==> config.mk <==
export PLATFORM = sky130hd
export DESIGN_NAME = i2c_slave_phy
export DESIGN_NICKNAME = d
export VERILOG_FILES = /design/src/rtl/i2c_slave_phy.sv
export SDC_FILE = /design/constraint.sdc
export NUM_CORES = 1
export LEC_CHECK = 0
export CORE_MARGIN = 4
export CORE_UTILIZATION = 35
export CTS_CLUSTER_DIAMETER = 60
export DETAILED_ROUTE_END_ITERATION = 7
export PLACE_DENSITY = 0.61
export SETUP_SLACK_MARGIN = 0.4
export SYNTH_ARGS = -nofsm -noshare
export SYNTH_HDL_FRONTEND = slang
export SYNTH_SLANG_ARGS = --single-unit
==> constraint.sdc <==
create_clock -name clk -period 2.3 [get_ports clk]
set_input_delay 0.345 -clock clk [delete_from_list [all_inputs] [get_ports clk]]
set_output_delay 0.345 -clock clk [all_outputs]
set_load 0.02 [all_outputs]
==> src/rtl/i2c_slave_phy.sv <==
// Bit-level I2C target front end: synchronises SCL/SDA, decodes START/STOP,
// deserialises bytes MSB-first and drives ACK/NACK on SDA (write-only).
// Ports: clk, reset (sync, active-high); scl_in/sda_in raw pins;
//   sda_oe pulls SDA low; start/stop/rx_valid one-cycle pulses;
//   rx_data last received byte; busy high from START until STOP.
module i2c_slave_phy #(
  parameter logic [6:0] DEVICE_ADDR = 7'h40
) (
  input  logic       clk,
  input  logic       reset,
  input  logic       scl_in,
  input  logic       sda_in,
  output logic       sda_oe,
  output logic       start,
  output logic       stop,
  output logic       rx_valid,
  output logic [7:0] rx_data,
  output logic       busy
);

  typedef enum logic [2:0] {
    S_IDLE,
    S_ADDR,
    S_DATA,
    S_ACK1,
    S_ACK2,
    S_IGN
  } state_t;

  // synchroniser (m, s) plus history (d); idle bus level is 1
  logic scl_m_q, scl_s_q, scl_d_q;
  logic sda_m_q, sda_s_q, sda_d_q;

  // decoded bus events, registered once before the FSM
  logic ev_start_q, ev_stop_q, ev_rise_q, ev_fall_q, ev_sda_q;

  state_t     state_q, state_d;
  logic [3:0] cnt_q, cnt_d;
  logic [7:0] shift_q, shift_d;
  logic       ack_q, ack_d;
  logic       oe_q, oe_d;
  logic       start_q, start_d;
  logic       stop_q, stop_d;
  logic       rv_q, rv_d;
  logic [7:0] rxd_q, rxd_d;
  logic       busy_q, busy_d;

  logic       scl_hi;
  logic       start_det, stop_det;
  logic       rise_det, fall_det;
  logic [7:0] byte_w;
  logic       match;

  // an SDA edge only counts as START/STOP when SCL was stable high,
  // so a simultaneous SCL/SDA change is treated as data
  assign scl_hi    = scl_s_q & scl_d_q;
  assign start_det = scl_hi & sda_d_q & ~sda_s_q;
  assign stop_det  = scl_hi & ~sda_d_q & sda_s_q;
  assign rise_det  = scl_s_q & ~scl_d_q;
  assign fall_det  = ~scl_s_q & scl_d_q;

  assign byte_w = {shift_q[6:0], ev_sda_q};
  assign match  = (byte_w[7:1] == DEVICE_ADDR) & ~byte_w[0];

  always_comb begin
    state_d = state_q;
    cnt_d   = cnt_q;
    shift_d = shift_q;
    ack_d   = ack_q;
    oe_d    = oe_q;
    start_d = 1'b0;
    stop_d  = 1'b0;
    rv_d    = 1'b0;
    rxd_d   = rxd_q;
    busy_d  = busy_q;
    if (ev_start_q) begin
      state_d = S_ADDR;
      cnt_d   = 4'd0;
      shift_d = 8'h00;
      oe_d    = 1'b0;
      start_d = 1'b1;
      busy_d  = 1'b1;
    end else if (ev_stop_q) begin
      if (state_q != S_IDLE) begin
        state_d = S_IDLE;
        cnt_d   = 4'd0;
        shift_d = 8'h00;
        oe_d    = 1'b0;
        stop_d  = 1'b1;
        busy_d  = 1'b0;
      end
    end else begin
      unique case (state_q)
        S_ADDR, S_DATA: begin
          if (ev_rise_q) begin
            shift_d = byte_w;
            if (cnt_q == 4'd7) begin
              cnt_d   = 4'd8;
              rv_d    = 1'b1;
              rxd_d   = byte_w;
              ack_d   = (state_q == S_DATA) | match;
              state_d = S_ACK1;
            end else begin
              cnt_d = cnt_q + 4'd1;
            end
          end
        end
        // end of the 8th bit: drive ACK for the 9th
        S_ACK1: begin
          if (ev_fall_q) begin
            oe_d    = ack_q;
            state_d = S_ACK2;
          end
        end
        // end of the 9th bit: release and move on
        S_ACK2: begin
          if (ev_fall_q) begin
            oe_d    = 1'b0;
            cnt_d   = 4'd0;
            state_d = ack_q ? S_DATA : S_IGN;
          end
        end
        default: begin
        end
      endcase
    end
  end

  always_ff @(posedge clk) begin
    if (reset) begin
      scl_m_q    <= 1'b1;
      scl_s_q    <= 1'b1;
      scl_d_q    <= 1'b1;
      sda_m_q    <= 1'b1;
      sda_s_q    <= 1'b1;
      sda_d_q    <= 1'b1;
      ev_start_q <= 1'b0;
      ev_stop_q  <= 1'b0;
      ev_rise_q  <= 1'b0;
      ev_fall_q  <= 1'b0;
      ev_sda_q   <= 1'b1;
      state_q    <= S_IDLE;
      cnt_q      <= 4'd0;
      shift_q    <= 8'h00;
      ack_q      <= 1'b0;
      oe_q       <= 1'b0;
      start_q    <= 1'b0;
      stop_q     <= 1'b0;
      rv_q       <= 1'b0;
      rxd_q      <= 8'h00;
      busy_q     <= 1'b0;
    end else begin
      scl_m_q    <= scl_in;
      scl_s_q    <= scl_m_q;
      scl_d_q    <= scl_s_q;
      sda_m_q    <= sda_in;
      sda_s_q    <= sda_m_q;
      sda_d_q    <= sda_s_q;
      ev_start_q <= start_det;
      ev_stop_q  <= stop_det;
      ev_rise_q  <= rise_det;
      ev_fall_q  <= fall_det;
      ev_sda_q   <= sda_s_q;
      state_q    <= state_d;
      cnt_q      <= cnt_d;
      shift_q    <= shift_d;
      ack_q      <= ack_d;
      oe_q       <= oe_d;
      start_q    <= start_d;
      stop_q     <= stop_d;
      rv_q       <= rv_d;
      rxd_q      <= rxd_d;
      busy_q     <= busy_d;
    end
  end

  assign sda_oe   = oe_q;
  assign start    = start_q;
  assign stop     = stop_q;
  assign rx_valid = rv_q;
  assign rx_data  = rxd_q;
  assign busy     = busy_q;

endmodule
==> impl_metrics.ini <==
[status]
status = complete, no violations

[worst_setup_path]
cp.arrival_ns = 2.00
end_kind = flip-flop
cp_num_buf_inv = 1
critical_path.startpoint_type = flip-flop
path_cells = ha_2 > and3b_2 > buf_4 > a31oi_2 > nor3_1 > or4b_1
slowest_stage = or4b_1
critPathTopFamily = simple AND/OR/NAND/NOR gates
critPathKind = flip-flop to flip-flop
required_ns = 2.46
cp_max_fo = 6
cpPeakStageDelay_ns = 0.51

[yosys]
synth_common_cells = 38 x dfxtp_1, 18 x nor2_1, 9 x mux2i_1, 8 x a21oi_1, 8 x nor3b_1
seq_area_frac_synth_pct = 45.4
yosys_most_used_dff = dfxtp_1
syn_area_per_cell_um2 = 9.68
ys_ff_latch = 38
synthCells = 173
netlist_area_um2 = 1680
ys_warn_count = 0
yosysTopAreaCell = dfxtp_1
synthTopCellsByArea = dfxtp_1 45%, mux2i_1 5.4%, nor2_1 4.0%, o221a_2 4.0%, nor3b_1 3.6%
synth_most_common_cell = dfxtp_1
synth_fp_nets = 178
synth_top_area_share_pct = 45.4
synthArstFlopShare_pct = 0
yosysUniqueCellTypes = 52
synth_edf_count = 0

[clock_network]
clkSlewWorstSetupHoldPaths_ns = 0.08
htree_levels = 2
clockBufferDepth = 2
cts_tree = done
worstSkewPairLatency_ns = 0.28
clock-sinks = 38
numCtsBuffers = 5
cts-root-buf = clkbuf_8

[cells_and_area]
synthToLayoutAreaGrowth_pct = 23.3
antenna_cells = 0
num-fill-cells = 424
regArea_um2 = 768
multi_input_area_um2 = 890
drive_above_1_share_pct = 23.3
num-nets-final = 193

[power_and_ir_drop]
peakVddDrop_uv = 536
intPower_uw = 1130
power_frac_seq_pct = 48.2
power.switching_uw = 281
power_density_nw_per_um2 = 681
swShare_pct = 20.0
p_clk_share_pct = 47.6
p_leak_uw = 0.000760
combPwrFrac_pct = 4.2

[sta]
slew_viol_final = 0
timing.fmax_ghz = 0.544
worst-slew-pin-transition_ns = 0.524
holdWs_ns = 0.423
rsz0062_at_grt = false
period_needed_ns = 1.84
finalCritPeriodShare_pct = 80.0
setup_tns_ns = 0
relSlewSlack_pct = 64.8
fin_skew_ns = 0.00374
final_hold_viol_count = 0
finalSetupViolCount = 0

[die]
initial_core_util_pct = 37.2
die-area_um2 = 5960
coreArea_um2 = 4500
io_pins = 17
rows = 24
die_h_um = 77.2
dieWidth_um = 77.2

[detailed_routing]
drtIter0Drc = 65
via_per_inst = 5.71
drtPass1Iterations = 4
wl_per_cell_um = 16.1
drt-total-wl_um = 3870
drcViolationCount = 0
vias = 1376
antenna_left = 0

[run]
cap_violations = 0

[placement]
hpwlAfterDp_um = 2570
place_congestion = 0.854
io_buffer_count = 16

[global_routing]
grt_antenna_before_repair = 0
grt_pass1_wl_um = 6480
overflow = 0
grt_max_degree = 21
track_usage_pct = 13.3
grt_pass1_vias = 1298

[hold_path]
hold_class = flip-flop to flip-flop
[what timing repair did]
item	CTS	global route
endpoints found under the setup margin	17	20
buffers inserted	0	1
gates resized for setup	6	12
hold endpoints to repair	0	0
hold buffers	0	0
gates cloned	1	0
[kinds of logic (layout without fill, tap and decap cells)]
| kind of cell | count (synthesis) | count (layout) | synth area share (%) |
|---|---|---|---|
| compound gates | 41 | 41 | 18.7 |
| xor+xnor | 2 | 2 | 1.05 |
| fa+ha+maj | 2 | 2 | 1.34 |
| buf+inv | 17 | 32 | 5.08 |
| flops | 38 | 38 | 45.4 |
| mux | 9 | 9 | 5.38 |
| simple gates | 64 | 65 | 23.0 |
[final cells by class]
class                      count  area share [%]
clock buffer                   5            3.33
clock inverter                 3            3.33
tap                           52            3.15
sequential                    38            37.2
inverter                       4           0.727
timing repair buffer          20            9.21
multi-input combinational    119            43.1
[worst paths after layout]
path | start | end | slack, ns | depth (start not counted)
setup / recovery | cnt_q[0] | state_q[0] | 0.46 | 6
hold / removal | scl_m_q | scl_s_q | 0.42 | 1
setup reg to reg | cnt_q[0] | state_q[0] | 0.46 | 6
hold reg to reg | scl_m_q | scl_s_q | 0.42 | 1
[power groups by stage]
stage / clock network [uW] / registers [uW] / logic (uW)
floorplan: 0 / 686 / 42.7
global placement: 0 / 693 / 51.6
detailed placement: 0 / 693 / 52.7
CTS: 687 / 678 / 55.2
global route: 721 / 679 / 64.6
finish: 670 / 678 / 58.9
[layout by cell type, fill, tap and decap left out, types with 4 or more instances in the layout]
master	n
dfxtp_1	34
nor2_1	18
clkdlybuf4s50_1	16
nor3b_1	8
a21oi_1	8
mux2i_1	8
or2_2	7
o221a_2	6
clkbuf_8	5
inv_1	4
buf_4	4
[registers in the layout (all words and copies together) (netlist names), 3 cells and up]
name,flops
state_q,3
cnt_q,4
rx_data,8
shift_q,7
[per-layer routing]
metal | track usage (%) | routed length [um] | up-vias | part of all wire [%]
li1 | - | - | 674 | -
met2 | 20.6 | 1880 | 26 | 48
met5 | 0 | 0 | - | 0
met1 | 17.5 | 1770 | 670 | 46
met3 | 3.86 | 172 | 6 | 4.4
met4 | 4.98 | 53 | 0 | 1.4
[stage by stage]
step	setup slack (ns)	power (uW)	std cells	instance area [um^2]	util [%]
2_1_floorplan	0.547	729	173	1680	-
3_3_place_gp	0.320	744	231	1850	41.1
3_5_place_dp	0.301	746	231	1850	41.1
4_1_cts	0.299	1420	240	2010	44.7
5_1_grt	0.393	1460	241	2070	45.9
6_report	0.461	1410	241	2070	45.9
Power figures use the tool's default switching activity.
